==> src/rtl/exec_pipe_if.sv <==
// ID/EX operand bundle into the execute stage and the EX/MEM register out.
// master drives the ID/EX side; slave is the execute stage.
interface exec_pipe_if #(
  parameter int N  = 32,
  parameter int RW = 4
);
  logic            en;
  logic            flush;
  logic            validIn;
  logic [N-1:0]    rd1;
  logic [N-1:0]    rd2;
  logic [N-1:0]    rd3;
  logic [N-1:0]    pc;
  logic [N-1:0]    imm;
  logic [N-1:0]    aluOutFwd;
  logic [N-1:0]    resultFwd;
  logic [3:0]      aluControl;
  logic [3:0]      ctrlIn;
  logic [3*RW-1:0] regsIn;
  logic            immSrc;
  logic [1:0]      Fa;
  logic [1:0]      Fb;
  logic            busy;
  logic            exmValid;
  logic [N-1:0]    exmResult;
  logic [3:0]      exmFlags;
  logic [3:0]      exmCtrl;
  logic [3*RW-1:0] exmRegs;
  logic [N-1:0]    exmRd3;

  modport master (
    output en, flush, validIn,
    output rd1, rd2, rd3, pc, imm,
    output aluOutFwd, resultFwd,
    output aluControl, ctrlIn, regsIn,
    output immSrc, Fa, Fb,
    input  busy, exmValid, exmResult,
    input  exmFlags, exmCtrl, exmRegs, exmRd3
  );

  modport slave (
    input  en, flush, validIn,
    input  rd1, rd2, rd3, pc, imm,
    input  aluOutFwd, resultFwd,
    input  aluControl, ctrlIn, regsIn,
    input  immSrc, Fa, Fb,
    output busy, exmValid, exmResult,
    output exmFlags, exmCtrl, exmRegs, exmRd3
  );
endinterface

==> src/rtl/exec_pipe.sv <==
// Execute stage: forwarding, ALU, EX/MEM register.
// Define EXEC_MUL_EN for the iterative multiplier (op 8).
module exec_pipe #(
  parameter int N  = 32,
  parameter int RW = 4
) (
  input logic        clk,
  input logic        rst,
  exec_pipe_if.slave bus
);
  localparam int SW = $clog2(N);

  logic [N-1:0]  w_a;
  logic [N-1:0]  w_b;
  logic [N-1:0]  w_op1;
  logic [N-1:0]  w_op2;
  logic [N-1:0]  w_res;
  logic [N:0]    w_add;
  logic [N:0]    w_sub;
  logic [SW-1:0] w_sh;
  logic [3:0]    w_flags;
  logic          w_c;
  logic          w_v;

  always_comb begin
    unique case (bus.Fa)
      2'b01:   w_a = bus.aluOutFwd;
      2'b10:   w_a = bus.resultFwd;
      default: w_a = bus.rd1;
    endcase
  end

  always_comb begin
    unique case (bus.Fb)
      2'b01:   w_b = bus.aluOutFwd;
      2'b10:   w_b = bus.resultFwd;
      default: w_b = bus.rd2;
    endcase
  end

  assign w_op1 = bus.ctrlIn[3] ? bus.pc : w_a;
  assign w_op2 = bus.immSrc ? bus.imm : w_b;
  assign w_sh  = w_op2[SW-1:0];
  assign w_add = {1'b0, w_op1} + {1'b0, w_op2};
  assign w_sub = {1'b0, w_op1} + {1'b0, ~w_op2} + (N+1)'(1);

  // op 8 lands in default: the multiplier owns it when present
  always_comb begin
    w_res = '0;
    w_c   = 1'b0;
    w_v   = 1'b0;
    case (bus.aluControl)
      4'd0: begin
        w_res = w_add[N-1:0];
        w_c   = w_add[N];
        w_v   = (w_op1[N-1] == w_op2[N-1]) &&
                (w_add[N-1] != w_op1[N-1]);
      end
      4'd1: begin
        w_res = w_sub[N-1:0];
        w_c   = w_sub[N];
        w_v   = (w_op1[N-1] != w_op2[N-1]) &&
                (w_sub[N-1] != w_op1[N-1]);
      end
      4'd2:    w_res = w_op1 & w_op2;
      4'd3:    w_res = w_op1 | w_op2;
      4'd4:    w_res = w_op1 ^ w_op2;
      4'd5:    w_res = w_op1 << w_sh;
      4'd6:    w_res = w_op1 >> w_sh;
      4'd7:    w_res = $signed(w_op1) >>> w_sh;
      4'd9:    w_res = w_op2;
      default: w_res = '0;
    endcase
  end

  assign w_flags = {w_v, w_c, w_res[N-1], w_res == '0};

`ifdef EXEC_MUL_EN
  typedef enum logic [1:0] {
    S_IDLE,
    S_RUN,
    S_DONE
  } state_t;

  state_t          r_state;
  state_t          w_nxt;
  logic [SW-1:0]   r_cnt;
  logic [N-1:0]    r_mcand;
  logic [N-1:0]    r_mplier;
  logic [N-1:0]    r_prod;
  logic [N-1:0]    r_rd3;
  logic [3:0]      r_ctrl;
  logic [3*RW-1:0] r_regs;
  logic            w_start;
  logic            w_run;
  logic            w_done;

  assign w_start = (r_state == S_IDLE) && bus.validIn &&
                   (bus.aluControl == 4'd8) && !bus.flush;
  assign w_run   = (r_state == S_RUN);
  assign w_done  = (r_state == S_DONE);

  always_comb begin
    w_nxt = r_state;
    unique case (r_state)
      S_IDLE:  if (w_start) w_nxt = S_RUN;
      S_RUN:   if (r_cnt == SW'(N-1)) w_nxt = S_DONE;
      S_DONE:  w_nxt = S_IDLE;
      default: w_nxt = S_IDLE;
    endcase
    if (bus.flush) w_nxt = S_IDLE;
  end

  always_ff @(posedge clk or negedge rst) begin
    if (!rst)        r_state <= S_IDLE;
    else if (bus.en) r_state <= w_nxt;
  end

  // shift-add: multiplicand walks left, multiplier bits walk right
  always_ff @(posedge clk or negedge rst) begin
    if (!rst) begin
      r_cnt    <= '0;
      r_mcand  <= '0;
      r_mplier <= '0;
      r_prod   <= '0;
      r_rd3    <= '0;
      r_ctrl   <= '0;
      r_regs   <= '0;
    end else if (bus.en) begin
      if (bus.flush || w_done) begin
        r_cnt  <= '0;
        r_prod <= '0;
      end else if (w_start) begin
        r_cnt    <= '0;
        r_prod   <= '0;
        r_mcand  <= w_op1;
        r_mplier <= w_op2;
        r_ctrl   <= bus.ctrlIn;
        r_regs   <= bus.regsIn;
        r_rd3    <= bus.rd3;
      end else if (w_run) begin
        if (r_mplier[0]) r_prod <= r_prod + r_mcand;
        r_mcand  <= r_mcand << 1;
        r_mplier <= r_mplier >> 1;
        r_cnt    <= r_cnt + SW'(1);
      end
    end
  end

  assign bus.busy = (r_state != S_IDLE);
`else
  assign bus.busy = 1'b0;
`endif

  logic            w_bub;
  logic            w_ld_v;
  logic [N-1:0]    w_ld_res;
  logic [3:0]      w_ld_flags;
  logic [3:0]      w_ld_ctrl;
  logic [3*RW-1:0] w_ld_regs;
  logic [N-1:0]    w_ld_rd3;

  always_comb begin
    w_bub      = bus.flush;
    w_ld_v     = bus.validIn;
    w_ld_res   = w_res;
    w_ld_flags = w_flags;
    w_ld_ctrl  = bus.ctrlIn;
    w_ld_regs  = bus.regsIn;
    w_ld_rd3   = bus.rd3;
`ifdef EXEC_MUL_EN
    if (w_done) begin
      w_ld_v     = 1'b1;
      w_ld_res   = r_prod;
      w_ld_flags = {2'b00, r_prod[N-1], r_prod == '0};
      w_ld_ctrl  = r_ctrl;
      w_ld_regs  = r_regs;
      w_ld_rd3   = r_rd3;
    end
    if (w_start || w_run) w_bub = 1'b1;
`endif
    if (w_bub) begin
      w_ld_v     = 1'b0;
      w_ld_res   = '0;
      w_ld_flags = '0;
      w_ld_ctrl  = '0;
      w_ld_regs  = '0;
      w_ld_rd3   = '0;
    end
  end

  logic            r_v;
  logic [N-1:0]    r_res;
  logic [3:0]      r_flags;
  logic [3:0]      r_xctrl;
  logic [3*RW-1:0] r_xregs;
  logic [N-1:0]    r_xrd3;

  always_ff @(posedge clk or negedge rst) begin
    if (!rst) begin
      r_v     <= 1'b0;
      r_res   <= '0;
      r_flags <= '0;
      r_xctrl <= '0;
      r_xregs <= '0;
      r_xrd3  <= '0;
    end else if (bus.en) begin
      r_v     <= w_ld_v;
      r_res   <= w_ld_res;
      r_flags <= w_ld_flags;
      r_xctrl <= w_ld_ctrl;
      r_xregs <= w_ld_regs;
      r_xrd3  <= w_ld_rd3;
    end
  end

  assign bus.exmValid  = r_v;
  assign bus.exmResult = r_res;
  assign bus.exmFlags  = r_flags;
  assign bus.exmCtrl   = r_xctrl;
  assign bus.exmRegs   = r_xregs;
  assign bus.exmRd3    = r_xrd3;
endmodule
==> src/flat_wrapper.sv <==
// flat-port wrapper written by rule: the top's interface ports become plain ports
module exec_pipe_flat 
#(
  parameter int N  = 32,
  parameter int RW = 4
)
  (clk, rst, bus_en, bus_flush, bus_validIn, bus_rd1, bus_rd2, bus_rd3, bus_pc, bus_imm, bus_aluOutFwd, bus_resultFwd, bus_aluControl, bus_ctrlIn, bus_regsIn, bus_immSrc, bus_Fa, bus_Fb, bus_busy, bus_exmValid, bus_exmResult, bus_exmFlags, bus_exmCtrl, bus_exmRegs, bus_exmRd3);
  exec_pipe_if #(.N(N), .RW(RW)) bus_i ();
  input logic clk;
  input logic rst;
  input wire logic [$bits(bus_i.en)-1:0] bus_en;
  input wire logic [$bits(bus_i.flush)-1:0] bus_flush;
  input wire logic [$bits(bus_i.validIn)-1:0] bus_validIn;
  input wire logic [$bits(bus_i.rd1)-1:0] bus_rd1;
  input wire logic [$bits(bus_i.rd2)-1:0] bus_rd2;
  input wire logic [$bits(bus_i.rd3)-1:0] bus_rd3;
  input wire logic [$bits(bus_i.pc)-1:0] bus_pc;
  input wire logic [$bits(bus_i.imm)-1:0] bus_imm;
  input wire logic [$bits(bus_i.aluOutFwd)-1:0] bus_aluOutFwd;
  input wire logic [$bits(bus_i.resultFwd)-1:0] bus_resultFwd;
  input wire logic [$bits(bus_i.aluControl)-1:0] bus_aluControl;
  input wire logic [$bits(bus_i.ctrlIn)-1:0] bus_ctrlIn;
  input wire logic [$bits(bus_i.regsIn)-1:0] bus_regsIn;
  input wire logic [$bits(bus_i.immSrc)-1:0] bus_immSrc;
  input wire logic [$bits(bus_i.Fa)-1:0] bus_Fa;
  input wire logic [$bits(bus_i.Fb)-1:0] bus_Fb;
  output wire logic [$bits(bus_i.busy)-1:0] bus_busy;
  output wire logic [$bits(bus_i.exmValid)-1:0] bus_exmValid;
  output wire logic [$bits(bus_i.exmResult)-1:0] bus_exmResult;
  output wire logic [$bits(bus_i.exmFlags)-1:0] bus_exmFlags;
  output wire logic [$bits(bus_i.exmCtrl)-1:0] bus_exmCtrl;
  output wire logic [$bits(bus_i.exmRegs)-1:0] bus_exmRegs;
  output wire logic [$bits(bus_i.exmRd3)-1:0] bus_exmRd3;
  assign bus_i.en = bus_en;
  assign bus_i.flush = bus_flush;
  assign bus_i.validIn = bus_validIn;
  assign bus_i.rd1 = bus_rd1;
  assign bus_i.rd2 = bus_rd2;
  assign bus_i.rd3 = bus_rd3;
  assign bus_i.pc = bus_pc;
  assign bus_i.imm = bus_imm;
  assign bus_i.aluOutFwd = bus_aluOutFwd;
  assign bus_i.resultFwd = bus_resultFwd;
  assign bus_i.aluControl = bus_aluControl;
  assign bus_i.ctrlIn = bus_ctrlIn;
  assign bus_i.regsIn = bus_regsIn;
  assign bus_i.immSrc = bus_immSrc;
  assign bus_i.Fa = bus_Fa;
  assign bus_i.Fb = bus_Fb;
  assign bus_busy = bus_i.busy;
  assign bus_exmValid = bus_i.exmValid;
  assign bus_exmResult = bus_i.exmResult;
  assign bus_exmFlags = bus_i.exmFlags;
  assign bus_exmCtrl = bus_i.exmCtrl;
  assign bus_exmRegs = bus_i.exmRegs;
  assign bus_exmRd3 = bus_i.exmRd3;
  exec_pipe #(.N(N), .RW(RW)) u_core (.clk(clk), .rst(rst), .bus(bus_i));
endmodule
==> config.mk <==
export PLATFORM = sky130hd
export DESIGN_NAME = exec_pipe_flat
export DESIGN_NICKNAME = d
export VERILOG_FILES = /design/src/rtl/exec_pipe_if.sv /design/src/rtl/exec_pipe.sv /design/src/flat_wrapper.sv
export SDC_FILE = /design/constraint.sdc
export NUM_CORES = 1
export LEC_CHECK = 0
export CORE_MARGIN = 2
export CORE_UTILIZATION = 54
export DETAILED_ROUTE_END_ITERATION = 16
export PLACE_DENSITY = 0.85
export SLEW_MARGIN = 20
export SYNTH_ARGS = -nofsm -noshare
export SYNTH_HDL_FRONTEND = slang
export SYNTH_SLANG_ARGS = --single-unit
==> constraint.sdc <==
create_clock -name clk -period 1.05 [get_ports clk]
set_input_delay 0.2625 -clock clk [delete_from_list [all_inputs] [get_ports clk]]
set_output_delay 0.2625 -clock clk [all_outputs]
set_load 0.02 [all_outputs]
==> impl_metrics.py, run 1 <==
metrics = {
    "clock_network": {
        "post_cts.repair.setup_buffers": 128,
        "cts-hold-fix-buffers": 1,
        "cts_sink_cnt": 84,
        "cts-htree-levels": 3,
        "cts.root.buffer_cell": "sky130_fd_sc_hd__clkbuf_16",
        "cts_made_buffers": 9,
        "number_of_buffers_on_the_longest_clock_path": 2,
        "cts_repair_resize_count": 815,
    },
    "floorplanning": {
        "start_util_pct": 55.0,
        "chipHeight_um": 167,
        "ios": 340,
        "placementRows": 59,
        "floorplan.die.width_um": 167,
    },
    "run_status": {
        "status": "stopped before the end",
        "error_text_reported_by_the_tool": "[ERROR DPL-0033] detailed placement checks failed during check placement.",
        "last_stage_reached": "4_1_cts",
    },
    "yosys": {
        "synth_xor_area_share_pct": 0.670,
        "synth_register_bits": 84,
        "seq_area_frac_synth_pct": 14.6,
        "asyncSetResetFlopFracSynth_pct": 100,
        "synth_compound_gate_area_share_pct": 37.8,
        "post_synth_instance_area_sq_um": 14400,
        "syn_area_per_cell_sq_um": 7.41,
        "syn_inst": 1940,
        "synth-edff-count": 0,
        "synth_top_family_by_area": "compound AO/OA/AOI/OAI gates",
        "synth_warnings": 0,
        "post_synth_fa_ha_maj_area_fraction_pct": 9.06,
        "muxShareOfSynthArea_pct": 9.41,
        "postSynth.topFlopCell": "sky130_fd_sc_hd__dfrtp_1",
        "synth.net_count": 2297,
        "yosys.area_share.simple_pct": 19.0,
        "synth.lib_cells_used.distinct": 102,
    },
    "place": {
        "gp_congestion": 1.33,
        "pre_cts_ws_ps": -4640,
        "dp_hpwl_um": 68600,
        "port_buffers": 338,
    },
}
==> metrics by stage <==
stage               cell area (sq um)  util (%)  hold WS, ps  setup TNS [ps]  instances
detailed placement              22900      87.8          176         -167360       3108
global placement                22900      87.8          171         -156430       3108
floorplan                       15100         -        -33.1          -87020       1940
==> kinds of logic after synthesis <==
family | after synthesis
mux | 127
fa+ha+maj | 103
xor+xnor | 11
compound gates | 753
buf+inv | 310
flops | 84
simple gates | 551
other cells | 1
==> synthesized netlist by cell type, types with 13 or more instances <==
cell | instances | area, sq um
sky130_fd_sc_hd__a21oi_1 | 174 | 871
sky130_fd_sc_hd__nor2_1 | 172 | 646
sky130_fd_sc_hd__inv_1 | 145 | 544
sky130_fd_sc_hd__o21ai_0 | 140 | 701
sky130_fd_sc_hd__nand2_1 | 135 | 507
sky130_fd_sc_hd__mux2i_1 | 108 | 1080
sky130_fd_sc_hd__ha_1 | 101 | 1260
sky130_fd_sc_hd__clkbuf_1 | 91 | 342
sky130_fd_sc_hd__dfrtp_1 | 84 | 2100
sky130_fd_sc_hd__nand3b_1 | 52 | 390
sky130_fd_sc_hd__nand2b_1 | 50 | 313
sky130_fd_sc_hd__a22o_1 | 48 | 420
sky130_fd_sc_hd__a22oi_1 | 36 | 270
sky130_fd_sc_hd__buf_2 | 35 | 175
sky130_fd_sc_hd__o221ai_1 | 35 | 307
sky130_fd_sc_hd__o22ai_1 | 34 | 213
sky130_fd_sc_hd__nor3_1 | 31 | 155
sky130_fd_sc_hd__o2bb2ai_1 | 31 | 272
sky130_fd_sc_hd__nand3_1 | 30 | 150
sky130_fd_sc_hd__a211oi_1 | 29 | 218
sky130_fd_sc_hd__o221ai_2 | 24 | 360
sky130_fd_sc_hd__o211ai_1 | 19 | 143
sky130_fd_sc_hd__a221oi_1 | 18 | 158
sky130_fd_sc_hd__nor2b_1 | 17 | 106
sky130_fd_sc_hd__a31oi_1 | 16 | 100
sky130_fd_sc_hd__a21o_1 | 15 | 113
sky130_fd_sc_hd__o31ai_1 | 15 | 113
sky130_fd_sc_hd__o21bai_1 | 13 | 97.6
==> inputs of run 2 (changes only) <==
--- a/config.mk
+++ b/config.mk
@@ -6,9 +6,9 @@
 export NUM_CORES = 1
 export LEC_CHECK = 0
 export CORE_MARGIN = 2
-export CORE_UTILIZATION = 54
+export CORE_UTILIZATION = 39
 export DETAILED_ROUTE_END_ITERATION = 16
-export PLACE_DENSITY = 0.85
+export PLACE_DENSITY_LB_ADDON = 0.15
 export SLEW_MARGIN = 20
 export SYNTH_ARGS = -nofsm -noshare
 export SYNTH_HDL_FRONTEND = slang
==> run 2 against run 1 <==
The flow now finishes, with violations (negative setup slack). Area after synthesis unchanged. Synthesized cell count unchanged.
==> impl_metrics.py, run 2 <==
metrics = {
    "clock_network": {
        "cts_made_buffers": 9,
        "number_of_buffers_on_the_longest_clock_path": 2,
        "cts-htree-levels": 3,
        "cts.root.buffer_cell": "sky130_fd_sc_hd__clkbuf_16",
        "clk_pin_slew_ps": 60,
        "cts_sink_cnt": 84,
        "clk_latency_ps": 340,
        "tritoncts": "done",
    },
    "yosys": {
        "post_synth_instance_area_sq_um": 14400,
        "synth_top_area_share_pct": 14.6,
        "syn_inst": 1940,
        "synth.net_count": 2297,
        "synth.lib_cells_used.distinct": 102,
        "postSynth.topFlopCell": "sky130_fd_sc_hd__dfrtp_1",
        "syn_area_per_cell_sq_um": 7.41,
        "asyncSetResetFlopFracSynth_pct": 100,
        "synth-edff-count": 0,
        "seq_area_frac_synth_pct": 14.6,
        "yosys.cell_count.top_type": "sky130_fd_sc_hd__a21oi_1",
        "post_synth_most_frequent_cells": "sky130_fd_sc_hd__a21oi_1 (174), sky130_fd_sc_hd__nor2_1 (172), sky130_fd_sc_hd__inv_1 (145)",
        "synth_warnings": 0,
        "netlist.top_cell.by_area": "sky130_fd_sc_hd__dfrtp_1",
        "netlist_top_cells_area": "sky130_fd_sc_hd__dfrtp_1 (15%), sky130_fd_sc_hd__ha_1 (8.8%), sky130_fd_sc_hd__mux2i_1 (7.5%)",
        "synth_register_bits": 84,
    },
    "finish": {
        "layout.nets": 3287,
        "syn2layout_area_growth_pct": 84.3,
        "largest_register_ff_count": 32,
        "most_common_library_cell_in_the_layout_ignoring_fill_and_taps": "sky130_fd_sc_hd__buf_4",
        "finalCoreUtilization_pct": 72.8,
        "final_layout_size_suffix_gt1_share_pct": 42.2,
        "final_cell_mix": "sky130_fd_sc_hd__buf_4 (721), sky130_fd_sc_hd__clkdlybuf4s50_1 (237), sky130_fd_sc_hd__nor2_1 (162), sky130_fd_sc_hd__a21oi_1 (135), sky130_fd_sc_hd__buf_6 (132)",
    },
    "timing": {
        "clock-skew-final_ps": 0,
        "slew_violations": 0,
        "relSlewSlack_pct": 36.7,
        "hold-worst-slack_ps": 326,
        "minimum_period_implied_by_the_final_worst_setup_slack_ps": 4700,
        "fmaxAchievable_mhz": 213,
        "final.setup.worst_slack_ps": -3650,
        "timing.final.hold_violations": 0,
        "finalSetupViolCount": 120,
        "worst_pin_slew_ps": 947,
        "unrepaired_setup_endpoints_after_global_routing": "yes",
        "fin_crit_sh_pct": 447,
    },
    "floorplanning": {
        "ios": 340,
        "std_cell_core_area_sq_um": 36400,
        "die_outline_area_sq_um": 38400,
        "placementRows": 70,
        "floorplan.die.width_um": 196,
        "start_util_pct": 39.5,
        "chipHeight_um": 196,
    },
    "job": {
        "max_capacitance_violation_count": 0,
    },
    "critical_path": {
        "worst_path_largest_cell_delay_ps": 420,
        "critical_path.most_common_cell": "sky130_fd_sc_hd__buf_4",
        "critical_path.endpoint_type": "flop",
        "criticalPathCategory": "in2reg",
        "critPathMaxFanout": 13,
        "critical_path_arrival_ps": 4980,
        "cp_data_required_time_ps": 1330,
        "timing.critical_path.cells": "buf_4, buf_4, ha_4, a22o_1, o221a_4, buf_4, buf_6, buf_12, buf_6, mux2i_4, mux2i_1, buf_4, buf_4, o32ai_2, a21oi_1, o211ai_1, a221oi_4, nand4_1, nor4_4, nand4_1, nor4_4, a32o_1",
        "worst_path_max_delay_cell": "sky130_fd_sc_hd__a221oi_4",
        "critical_path.startpoint_type": "primary input",
    },
    "pwr": {
        "power_report.internal_total_mw": 17.4,
        "power.leakage_nw": 11.8,
        "power.share.clock_pct": 10.1,
        "cellPowerDensity_nw_per_um2": 1180,
        "power.share.combinational_pct": 77.6,
        "pwr-share-seq_pct": 12.3,
        "switching_share_pct": 44.5,
        "switchingPower_mw": 13.9,
        "power.total_mw": 31.3,
        "max-vdd-ir-drop_mv": 0.800,
    },
    "routing": {
        "total_vias_in_the_final_route": 20800,
        "route.final.wire_length_um": 84700,
        "detail_route.iter0.violations": 2269,
        "antenna_left": 0,
        "route.detailed.vias_per_inst": 6.11,
        "drt_pass1_iterations": 6,
        "route.detailed.wl_per_inst_um": 24.9,
        "residual_drc_count": 0,
    },
    "global_route": {
        "globalRouteMet2Util_pct": 67.4,
        "grt_pass1_wl_um": 124000,
        "grt_max_degree": 96,
        "groute.layer.met1.usage_pct": 54.6,
        "grt_pass1_vias": 20500,
        "grt_usage_pct": 42.2,
        "antenna_found_initial": 2,
        "overflow_left_after_global_routing": 0,
        "grtUsageMet3_pct": 9.18,
        "grt.busiest_layer": "met2",
    },
    "run_status": {
        "status": "complete, but fails checks",
        "violated_checks": "negative setup slack",
    },
    "place": {
        "port_buffers": 338,
        "dp_hpwl_um": 66800,
        "gp_congestion": 1.09,
        "pre_cts_ws_ps": -5020,
    },
    "worst_hold_path": {
        "holdCritPathClass": "in2async",
    },
}
run 2: power groups by stage:
stage / sequential (mW) / combinational [mW] / clock [mW]
2_1_floorplan: 4.22 / 9.10 / 0
3_3_place_gp: 3.82 / 19.8 / 0
3_5_place_dp: 3.83 / 20.0 / 0
4_1_cts: 3.79 / 22.1 / 3.20
5_1_grt: 3.88 / 25.4 / 3.33
6_report: 3.86 / 24.3 / 3.16
run 2: what timing repair did:
item / CTS / global route
gates cloned: 4 / 1
buffers inserted: 54 / 60
hold endpoints to repair: 18 / 0
gates resized for setup: 344 / 484
setup endpoints to repair: 167 / 169
hold buffers: 1 / 0
pin swaps: 88 / 84
run 2: cell type report:
cell class | count | area, sq um
clock inverters | 6 | 65.1
repair inverters | 1 | 20.0
clock buffers | 9 | 225
inverters | 153 | 618
diodes | 1 | 2.50
repair buffers | 1135 | 10100
multi-input cells | 1546 | 12800
fillers | 2825 | 9930
well taps | 468 | 586
flip-flops and latches | 84 | 2100
run 2: layer usage:
layer	vias up	routed length (um)	share of wire (%)
met2	1337	38100	45
met3	298	8690	10
met4	0	4720	5.6
met5	-	0	0
met1	9933	33200	39
li1	9220	-	-
run 2: path summary, 6_finish.rpt:
path	startpoint	end	slack (ps)	cells past startpoint
setup / recovery	bus_Fb[0]	u_core.bus.exmFlags[0]$_DFFE_PN0P_	-3650	22
hold / removal	rst	u_core.bus.exmRd3[1]$_DFFE_PN0P_	330	2
setup reg to reg	u_core.bus.exmResult[3]$_DFFE_PN0P_	u_core.bus.exmResult[3]$_DFFE_PN0P_	160	3
hold reg to reg	u_core.bus.exmResult[24]$_DFFE_PN0P_	u_core.bus.exmResult[24]$_DFFE_PN0P_	520	1
max in group asynchronous	rst	u_core.bus.exmResult[23]$_DFFE_PN0P_	230	3
min in group clk	bus_regsIn[11]	u_core.bus.exmRegs[11]$_DFFE_PN0P_	490	3
run 2: cell families (layout without fill, tap and decap cells):
logic type               after synthesis  in the layout  synth area share, %
XOR/XNOR                              11             11                0.670
AND/OR/NAND/NOR                      551            551                 19.0
AO/OA/AOI/OAI                        753            753                 37.8
buffers and inverters                310           1304                 9.43
multiplexers                         127            127                 9.41
adder cells (fa/ha/maj)              103            103                 9.06
flip-flops                            84             84                 14.6
other                                  1              2               0.0261
run 2: through the flow:
stage                     area, sq um  setup TNS [ps]  instances
after floorplan                 15100          -87020       1940
after global placement          23500         -161480       3277
after detailed placement        23500         -165060       3277
after CTS                       25300         -137560       3351
after global routing            26500         -109520       3402
final                           26500         -104140       3403
run 2: critical path, delay by kind of cell:
kind	cells	cell delay, ps
buffers and inverters	8	1200
multiplexers	2	420
AND/OR/NAND/NOR	4	1220
adder cells (fa/ha/maj)	1	200
AO/OA/AOI/OAI	7	1660
No activity file was read; power rests on OpenSTA's default activity.
==> inputs of run 3 (changes only) <==
--- a/config.mk
+++ b/config.mk
@@ -8,6 +8,7 @@
 export CORE_MARGIN = 2
 export CORE_UTILIZATION = 39
 export DETAILED_ROUTE_END_ITERATION = 16
+export MAX_ROUTING_LAYER = met4
 export PLACE_DENSITY_LB_ADDON = 0.15
 export SLEW_MARGIN = 20
 export SYNTH_ARGS = -nofsm -noshare
==> run 3 against run 2 <==
Critical endpoint unchanged. Largest cell class unchanged. Final cell count increased by 1.7%. Sequential power about the same. Hold slack improved by 30 ps. The run still ends with negative setup slack left.
==> impl_metrics.py, run 3 (synthesized netlist as in run 2, its figures left out) <==
metrics = {
    "timing": {
        "fmaxAchievable_mhz": 218,
        "unrepaired_setup_endpoints_after_global_routing": "yes",
        "clock-skew-final_ps": 0,
        "slew_violations": 0,
        "fin_crit_sh_pct": 437,
        "finalSetupViolCount": 120,
        "relSlewSlack_pct": 34.8,
        "minimum_period_implied_by_the_final_worst_setup_slack_ps": 4590,
        "worst_pin_slew_ps": 976,
        "hold-worst-slack_ps": 356,
        "timing.final.hold_violations": 0,
        "final.setup.worst_slack_ps": -3540,
    },
    "clock_network": {
        "tritoncts": "done",
        "cts_sink_cnt": 84,
        "cts_made_buffers": 9,
        "cts.root.buffer_cell": "sky130_fd_sc_hd__clkbuf_16",
        "cts-htree-levels": 3,
        "clk_pin_slew_ps": 70,
        "number_of_buffers_on_the_longest_clock_path": 2,
        "clk_latency_ps": 340,
    },
    "worst_hold_path": {
        "holdCritPathClass": "in2async",
    },
    "critical_path": {
        "critical_path_arrival_ps": 4870,
        "timing.critical_path.cells": "buf_8, ha_4, or2_4, buf_12, o221ai_4, inv_2, ha_4, nor2b_4, or4_4, o211ai_1, buf_4, buf_6, a21oi_4, or3_1, a21oi_2, o21ai_1, a21o_1, a2111oi_4, nand4_1, nor4_2, a32o_1",
        "timing.critical_path.from": "bus_Fa[1]",
        "critical_path.endpoint_type": "flop",
        "criticalPathCategory": "in2reg",
        "worst_path_max_delay_cell": "sky130_fd_sc_hd__or4_4",
        "critical_path.most_common_cell": "sky130_fd_sc_hd__ha_4",
        "worst_r2r_startpoint": "u_core.bus.exmResult[9]$_DFFE_PN0P_",
        "cp_data_required_time_ps": 1340,
        "critical_path.startpoint_type": "primary input",
        "worst_path_largest_cell_delay_ps": 540,
        "worstRegToRegCells": 4,
        "critPathMaxFanout": 5,
    },
    "job": {
        "max_capacitance_violation_count": 0,
    },
    "global_route": {
        "grt_usage_pct": 44.8,
        "antenna_found_initial": 2,
        "grt_pass1_wl_um": 127000,
        "grt_pass1_vias": 20500,
        "grt_max_degree": 96,
        "overflow_left_after_global_routing": 0,
    },
    "floorplanning": {
        "std_cell_core_area_sq_um": 36400,
        "placementRows": 70,
        "ios": 340,
        "chipHeight_um": 196,
        "die_outline_area_sq_um": 38400,
        "start_util_pct": 39.5,
        "floorplan.die.width_um": 196,
    },
    "pwr": {
        "power.leakage_nw": 12.0,
        "cellPowerDensity_nw_per_um2": 1190,
        "power.total_mw": 31.9,
        "max-vdd-ir-drop_mv": 0.857,
    },
    "place": {
        "gp_congestion": 1.09,
        "port_buffers": 338,
        "dp_hpwl_um": 68600,
        "pre_cts_ws_ps": -4910,
    },
    "routing": {
        "route.detailed.vias_per_inst": 6.16,
        "detail_route.iter0.violations": 2295,
        "route.detailed.wl_per_inst_um": 25.3,
        "antenna_left": 0,
        "total_vias_in_the_final_route": 21300,
        "route.final.wire_length_um": 87700,
        "residual_drc_count": 0,
        "drt_pass1_iterations": 6,
    },
    "finish": {
        "final_cell_mix": "sky130_fd_sc_hd__buf_4 (777), sky130_fd_sc_hd__clkdlybuf4s50_1 (239), sky130_fd_sc_hd__nor2_1 (161), sky130_fd_sc_hd__a21oi_1 (134)",
        "syn2layout_area_growth_pct": 87.1,
        "most_common_library_cell_in_the_layout_ignoring_fill_and_taps": "sky130_fd_sc_hd__buf_4",
        "final_layout_size_suffix_gt1_share_pct": 43.1,
        "layout.nets": 3341,
        "largest_register_ff_count": 32,
        "finalCoreUtilization_pct": 73.9,
    },
    "run_status": {
        "status": "complete, but fails checks",
        "violated_checks": "negative setup slack",
    },
}
-- run 3: changes by cell type in the layout (fill, tap and decap cells not counted), sizes merged, moves of 2 or more --
| cell | before | now |
|---|---|---|
| buf | 887 | 942 |
| diode | 1 | 3 |
| clkbuf | 10 | 12 |
| clkdlybuf4s50 | 237 | 239 |
| dlymetal6s2s | 5 | 3 |
-- run 3: cell type report --
class,count,area [sq um]
tap,468,586
antenna,3,7.51
clock inverter,5,61.3
timing repair buffer,1189,10400
multi-input combinational,1546,12900
sequential,84,2100
fill,2783,9520
inverter,153,621
clock buffer,11,243
timing repair inverter,1,16.3
-- run 3: worst max-delay path: cells and delay by family --
family	cells	cell delay, ps
adder cells (fa/ha/maj)	2	410
AND/OR/NAND/NOR	6	1860
AO/OA/AOI/OAI	8	1690
buffers and inverters	5	620
-- run 3: through the flow --
step                      setup TNS [ps]  cell area [sq um]  instances
after floorplan                   -87020              15100       1940
after global placement           -160300              23600       3298
after detailed placement         -164520              23600       3298
after CTS                        -102320              25800       3400
after global routing             -110010              26900       3459
final                            -105770              26900       3460
-- run 3: power breakdown --
part / total, mW / switching [mW] / internal [mW] / leakage, nW
combinational: 24.7 / 12.7 / 12.0 / 10.8
sequential: 3.85 / 0.278 / 3.57 / 1.10
clock: 3.33 / 1.41 / 1.92 / 0.150
total: 31.9 / 14.4 / 17.5 / 12.0
-- run 3: per-layer routing --
metal	wire length [um]	vias up	share of wire (%)	global-route usage [%]
met5	0	-	0	-
met4	5230	0	6.0	19.9
met3	8940	318	10	11.3
met2	39000	1334	44	69.4
li1	-	9336	-	-
met1	34500	10300	39	55.0
-- run 3: final timing paths --
path                            slack, ps                             endpoint
worst max-delay path                -3540   u_core.bus.exmFlags[0]$_DFFE_PN0P_
worst min-delay path                  360   u_core.bus.exmRegs[10]$_DFFE_PN0P_
worst max register to register         40  u_core.bus.exmResult[9]$_DFFE_PN0P_
worst min register to register        520  u_core.bus.exmResult[3]$_DFFE_PN0P_
max in group asynchronous             230    u_core.bus.exmRd3[31]$_DFFE_PN0P_
min in group clk                      490    u_core.bus.exmRegs[0]$_DFFE_PN0P_
-- run 3: what timing repair did --
item                                    4_1_cts  5_1_grt
endpoints found under the hold margin        13        0
endpoints found under the setup margin      169      128
gates resized for setup                     750      159
pin swaps                                    95      104
buffers inserted                             86       70
hold buffers                                  1        0
cloned                                        5        0
